$ cat src/rtl/wb_ctrl.sv
// wb_ctrl: writeback and pipeline-control unit.
// Owns the general registers, PC, overflow register and compare flags.
// Commits conditional writebacks and detects RAW hazards against execute.
// Drives stall, forwarding and flush, and sequences FLUSH/RUN/HALT.
// The controller state is visible on cpu_status (0x02 FLUSH, 0x01 RUN, 0x04 HALT).
//
// Handshake: wb_valid and ex_valid qualify their stage for the current cycle only.
// There is no ready. Upstream must hold the execute instruction while stall is high.
// The writeback stage always completes in the cycle it is presented.
module wb_ctrl #(
  parameter int DATA_W       = 32,
  parameter int PC_W         = 12,
  parameter int NREGS        = 14,
  parameter int RIDX_W       = 4,
  parameter int FLUSH_CYCLES = 1
) (
  input  logic              clk,
  input  logic              nRst,
  input  logic              wb_valid,
  input  logic [4:0]        wb_opc,
  input  logic [RIDX_W-1:0] wb_rc,
  input  logic [2:0]        wb_cond,
  input  logic              wb_cmp,
  input  logic [DATA_W-1:0] alu_result,
  input  logic [7:0]        alu_status,
  input  logic [DATA_W-1:0] load_data,
  input  logic              ex_valid,
  input  logic [RIDX_W-1:0] ex_ra,
  input  logic [RIDX_W-1:0] ex_rb,
  input  logic              ex_imb,
  input  logic              halt_req,
  input  logic [RIDX_W-1:0] rd_a_idx,
  input  logic [RIDX_W-1:0] rd_b_idx,
  output logic [DATA_W-1:0] rd_a_data,
  output logic [DATA_W-1:0] rd_b_data,
  output logic [PC_W-1:0]   pc,
  output logic              stall,
  output logic              pipe_flush,
  output logic [1:0]        fwd_en,
  output logic [DATA_W-1:0] fwd_data,
  output logic [7:0]        cpu_status
);

  localparam logic [4:0]        OPC_NOP  = 5'd0;
  localparam logic [4:0]        OPC_LOAD = 5'd1;
  localparam logic [RIDX_W-1:0] PC_IDX   = RIDX_W'(NREGS);
  localparam logic [RIDX_W-1:0] OVF_IDX  = RIDX_W'(NREGS + 1);
  localparam int                REG_AW   = $clog2(NREGS);
  localparam int                CNT_W    = $clog2(FLUSH_CYCLES + 1);
  localparam logic [CNT_W-1:0]  CNT_INIT = CNT_W'(FLUSH_CYCLES);
  localparam logic [CNT_W-1:0]  CNT_ONE  = CNT_W'(1);

  typedef enum logic [1:0] {
    ST_FLUSH = 2'd0,
    ST_RUN   = 2'd1,
    ST_HALT  = 2'd2
  } ctrlState_e;

  ctrlState_e        state, nextState;
  logic [CNT_W-1:0]  flushCnt, nextCnt;
  logic [DATA_W-1:0] regs [NREGS];
  logic [DATA_W-1:0] overflowReg;
  logic              flagZero, flagLt;
  logic [PC_W-1:0]   pcReg;

  logic              condOk, take, inRun, takeRun;
  logic              pcWrite, genWrite, ovfWrite;
  logic              hazA, hazB;
  logic [DATA_W-1:0] wdata;
  logic              unusedStatus;

  // Only the zero and lt flags steer conditions; the other status bits are don't-care.
  assign unusedStatus = ^{alu_status[7:3], alu_status[1]};

  // Condition evaluated from the stored flags, never from this cycle's ALU status.
  always_comb begin
    condOk = 1'b0;
    case (wb_cond)
      3'd1:    condOk = 1'b1;
      3'd2:    condOk = flagZero;
      3'd3:    condOk = !flagZero;
      3'd4:    condOk = !flagLt;
      3'd5:    condOk = flagLt;
      default: condOk = 1'b0;
    endcase
  end

  assign take     = wb_valid && (wb_opc != OPC_NOP) && ((wb_opc == OPC_LOAD) || condOk);
  assign wdata    = (wb_opc == OPC_LOAD) ? load_data : alu_result;
  assign inRun    = (state == ST_RUN);
  assign takeRun  = inRun && take;
  assign pcWrite  = takeRun && (wb_rc == PC_IDX);
  assign genWrite = takeRun && (wb_rc < PC_IDX);
  assign ovfWrite = takeRun && (wb_rc == OVF_IDX);
  assign hazA     = (ex_ra == wb_rc);
  assign hazB     = !ex_imb && (ex_rb == wb_rc);

  // A compare always stalls a valid execute instruction, since its flags are not yet stored.
  assign stall = inRun && wb_valid && ex_valid && ((take && (hazA || hazB)) || wb_cmp);

  assign pc = pcReg;

  // Next-state logic: a PC write wins over a halt request in the same cycle.
  always_comb begin
    nextState = state;
    nextCnt   = flushCnt;
    case (state)
      ST_FLUSH: begin
        if (flushCnt <= CNT_ONE) nextState = ST_RUN;
        else                     nextCnt   = flushCnt - CNT_ONE;
      end
      ST_RUN: begin
        if (pcWrite) begin
          nextState = ST_FLUSH;
          nextCnt   = CNT_INIT;
        end else if (halt_req) begin
          nextState = ST_HALT;
        end
      end
      ST_HALT:  nextState = ST_HALT;
      default:  nextState = ST_FLUSH;
    endcase
  end

  // State register, flush counter and registered flush output.
  always_ff @(posedge clk or negedge nRst) begin
    if (!nRst) begin
      state      <= ST_FLUSH;
      flushCnt   <= CNT_INIT;
      pipe_flush <= 1'b1;
    end else begin
      state      <= nextState;
      flushCnt   <= nextCnt;
      pipe_flush <= (nextState == ST_FLUSH);
    end
  end

  // Status code derived directly from the controller state.
  always_comb begin
    cpu_status = 8'h02;
    case (state)
      ST_FLUSH: cpu_status = 8'h02;
      ST_RUN:   cpu_status = 8'h01;
      ST_HALT:  cpu_status = 8'h04;
      default:  cpu_status = 8'h02;
    endcase
  end

  // Register file, overflow register and flags; all are frozen outside RUN.
  always_ff @(posedge clk or negedge nRst) begin
    if (!nRst) begin
      for (int i = 0; i < NREGS; i++) regs[i] <= '0;
      overflowReg <= '0;
      flagZero    <= 1'b0;
      flagLt      <= 1'b0;
    end else begin
      if (inRun && wb_valid && wb_cmp) begin
        flagZero <= alu_status[0];
        flagLt   <= alu_status[2];
      end
      if (genWrite) regs[wb_rc[REG_AW-1:0]] <= wdata;
      if (ovfWrite) overflowReg <= wdata;
    end
  end

  // Program counter: a PC write first, then a stall hold, otherwise advance with wrap.
  always_ff @(posedge clk or negedge nRst) begin
    if (!nRst) begin
      pcReg <= '0;
    end else if (pcWrite) begin
      pcReg <= wdata[PC_W-1:0];
    end else if (inRun && !stall) begin
      pcReg <= pcReg + PC_W'(1);
    end
  end

  // Forwarding to execute: operand A has priority; fwd_data keeps its last value when idle.
  always_ff @(posedge clk or negedge nRst) begin
    if (!nRst) begin
      fwd_en   <= 2'b00;
      fwd_data <= '0;
    end else if (takeRun && ex_valid && hazA) begin
      fwd_en   <= 2'b01;
      fwd_data <= wdata;
    end else if (takeRun && ex_valid && hazB) begin
      fwd_en   <= 2'b10;
      fwd_data <= wdata;
    end else begin
      fwd_en   <= 2'b00;
    end
  end

  // Read port mux with write-through of this cycle's general/overflow write.
  function automatic logic [DATA_W-1:0] readPort(input logic [RIDX_W-1:0] idx);
    logic [DATA_W-1:0] val;
    val = '0;
    if ((genWrite || ovfWrite) && (idx == wb_rc)) val = wdata;
    else if (idx < PC_IDX)                         val = regs[idx[REG_AW-1:0]];
    else if (idx == PC_IDX)                        val = DATA_W'(pcReg);
    else if (idx == OVF_IDX)                       val = overflowReg;
    return val;
  endfunction

  // Decode read ports, combinational.
  always_comb begin
    rd_a_data = readPort(rd_a_idx);
    rd_b_data = readPort(rd_b_idx);
  end

endmodule

$ cat config.mk
export PLATFORM = sky130hd
export DESIGN_NAME = wb_ctrl
export DESIGN_NICKNAME = d
export VERILOG_FILES = /design/src/rtl/wb_ctrl.sv
export SDC_FILE = /design/constraint.sdc
export NUM_CORES = 1
export LEC_CHECK = 0
export ABC_AREA = 0
export BUFFER_PORTS_ARGS = -buffer_cell sky130_fd_sc_hd__buf_2
export CORE_MARGIN = 5
export CORE_UTILIZATION = 55
export CTS_CLUSTER_DIAMETER = 150
export DETAILED_ROUTE_END_ITERATION = 16
export HOLD_SLACK_MARGIN = 0.15
export PLACE_DENSITY = 0.74
export SLEW_MARGIN = 15
export SYNTH_ARGS = -nofsm -noshare
export SYNTH_HDL_FRONTEND = slang
export SYNTH_SLANG_ARGS = --single-unit
$ cat constraint.sdc
create_clock -name clk -period 4.9 [get_ports clk]
set_clock_uncertainty 0.15 [all_clocks]
set_input_delay 0.98 -clock clk [delete_from_list [all_inputs] [get_ports clk]]
set_output_delay 0.98 -clock clk [all_outputs]
set_load 0.01 [all_outputs]
==> reports/results.ini <==
[detailed_routing]
drc=0
vias=22946
dr.pass1.iters=6
wl_per_cell_um=24.7
wirelength_um=86500
drtIter0Drc=2617
vias_per_cell=6.55
postRouteAntennaNets=0

[yosys]
synth_edf_count=0
synthDistinctLibCells=57
synth-seq-cells=531
synthCells=2632
syn_avg_cell_area_um2=10.7
async_flop_share=1.00
synth_area_mm2=0.0280
ys.flop_type=dfrtp_1
seq_area_frac_synth=0.474
ys.warnings.count=0

[final_layout]
seq_area_mm2=0.0133
drive_gt1_frac=0.249
postLayoutCellArea_mm2=0.0322
nNetsFinal=2892
nFillCells=3809
multi_input_area_mm2=0.0136
synthToLayoutAreaGrowth_pct=14.7

[floorplanning]
coreArea_mm2=0.0503
rows=82
dieArea_mm2=0.0556
ios=227
die_w_um=236
die_h_um=236
start_util=0.558

[global_routing]
gr-usage-all-layers=0.304
grt_overflow_total=0
grtUsageMet2=0.518
grt.busiest_layer=met2
grt_max_degree=112
antenna_found_initial=2
met3_usage=0.0628
grt_use_met1=0.375
grt_pass1_wl_um=134000
grt_pass1_vias=23624

[timing]
final.period_utilization=0.967
setup_violations=0
slew_viol_final=0
setup_tns_ns=0
maxSlewHeadroom=0.145
timing.final.ws_setup_ns=0.160
holdWs_ns=0.303
fmax_mhz=211
post-route-min-period_ns=4.74
worst_pin_slew_ns=1.28
hold_violations=0
rsz0062_at_grt=no

[cts]
hold_buffers=0
clock_latency_ns=0.62
post_cts_buffers=0
cts_tree=yes
htreeDepth=2
path_clk_slew_ns=0.06
cts_buffers=58
ctsResizeCount=0
ctsLongestPathBuffers=3
cts-root-buf=clkbuf_16
clock-sinks=531

[worst_setup_path]
cp-end-kind=output port
crit_arrival_ns=3.61
crit_fanout=20
cp.required_ns=3.77
rr_worst_depth=7
crit_type=in2out
critPathLaunchType=primary input

[run]
drv_cap=0

[placement]
port_buffers=215
dpl.hpwl_um=52400
preCtsSetupSlack_ns=0.287
place_area_mm2=0.0302
place_congestion=0.845

[run_status]
outcome=finished clean

[power_and_ir_drop]
ir_worst_vdd_v=0.000331
power.leakage_nw=14.9
p_per_area_mw_per_mm2=302

[worst_hold_path]
hold_class=in2async

[registers in the layout (all words and copies together) (netlist names)]
signal / flops
flagLt: 1
flagZero: 1
fwd_data: 32
fwd_en: 2
overflowReg: 32
pc: 12
pipe_flush: 1
regs: 448
state: 2
[per-layer routing]
| metal | vias to the layer above | wire length, um |
|---|---|---|
| met1 | 11550 | 31400 |
| li1 | 9875 | - |
| met5 | - | 7 |
| met3 | 303 | 7250 |
| met4 | 2 | 4490 |
| met2 | 1216 | 43300 |
[synth_stat cells (all sizes together) (2+ instances only)]
master,instances,area (um^2)
nor2,414,1550
xor2,8,70.1
dfrtp,530,13300
a21o,5,37.5
o21ai,184,970
mux2,16,180
nor4,4,61.3
nand2,196,738
and3,7,43.8
o21a,4,30.0
a21oi,445,2230
mux2i,134,1340
or4,2,18.8
nor3,11,98.9
o32ai,4,35.0
a2111oi,40,350
ha,5,62.6
nand2b,5,31.3
a32oi,2,17.5
nand3,12,65.1
o22ai,10,62.6
inv,21,78.8
o32a,2,20.0
mux4,206,4640
a22o,38,333
xnor2,11,96.3
and2,2,12.5
nor2b,4,25.0
buf,109,582
and3b,2,17.5
clkbuf,145,544
o221ai,10,87.6
a21boi,3,22.5
nand4,7,43.8
a22oi,21,158
a31oi,4,25.0
[kinds of logic after synthesis]
| kind of cell | count (synthesis) | synth area share |
|---|---|---|
| DFF | 531 | 0.474 |
| muxes | 356 | 0.220 |
| other | 1 | 0.000134 |
| AOI/OAI and AO/OA | 777 | 0.158 |
| adders and majority gates | 5 | 0.00223 |
| xor gates and xnor gates | 19 | 0.00593 |
| buffers and inverters | 275 | 0.0430 |
| and+or+nand+nor | 668 | 0.0972 |
[power by group]
part | leakage (nW) | internal, mW | switching [mW]
Sequential | 7.39 | 4.39 | 0.0107
Clock | 0.987 | 2.72 | 1.86
Combinational | 6.52 | 0.240 | 0.486
[through the flow]
| stage | utilization | std cells | power [mW] |
|---|---|---|---|
| 2_1_floorplan | - | 2636 | 4.84 |
| 3_3_place_gp | 0.600 | 3392 | 5.19 |
| 3_5_place_dp | 0.600 | 3392 | 5.20 |
| 4_1_cts | 0.640 | 3500 | 9.72 |
| 5_1_grt | 0.640 | 3501 | 9.95 |
| 6_report | 0.640 | 3501 | 9.70 |
[worst max-delay path, stage by stage]
cell	delay, ns
buf_2	0.40
and3_1	1.09
a22oi_1	0.18
a21oi_1	0.22
a2111oi_0	0.09
buf_4	0.18
a21oi_1	0.25
buf_2	0.20
[cell usage in the layout (no fill, tap or decap), types with 59 or more instances in the layout]
cell type and count:
nand2_1 195, mux4_2 206, o21ai_0 152, a21oi_1 445
dfrtp_1 530, buf_2 210, clkbuf_16 59, nor2_1 413
mux2i_1 127, buf_4 102
[path summary, 6_finish.rpt]
path	from	end	slack [ns]
worst min-delay path	nRst	regs[315]	0.30
min in group clk	fwd_data[23]	fwd_data[23]	0.32
max in group asynchronous	nRst	regs[274]	3.18
worst min register to register	fwd_data[23]	fwd_data[23]	0.32
worst max-delay path	rd_b_idx[3]	rd_b_data[31]	0.16
worst max register to register	flagLt	pc[4]	1.66
[layout make-up]
type,count,area share
Inverter,21,0.00245
Antenna cell,1,0.0000778
Multi-Input combinational cell,1830,0.424
Tap cell,672,0.0261
Clock buffer,82,0.0526
Clock inverter,26,0.00926
Sequential cell,531,0.413
Timing Repair Buffer,338,0.0721
Note: power is estimated with default switching activity, not from simulation.
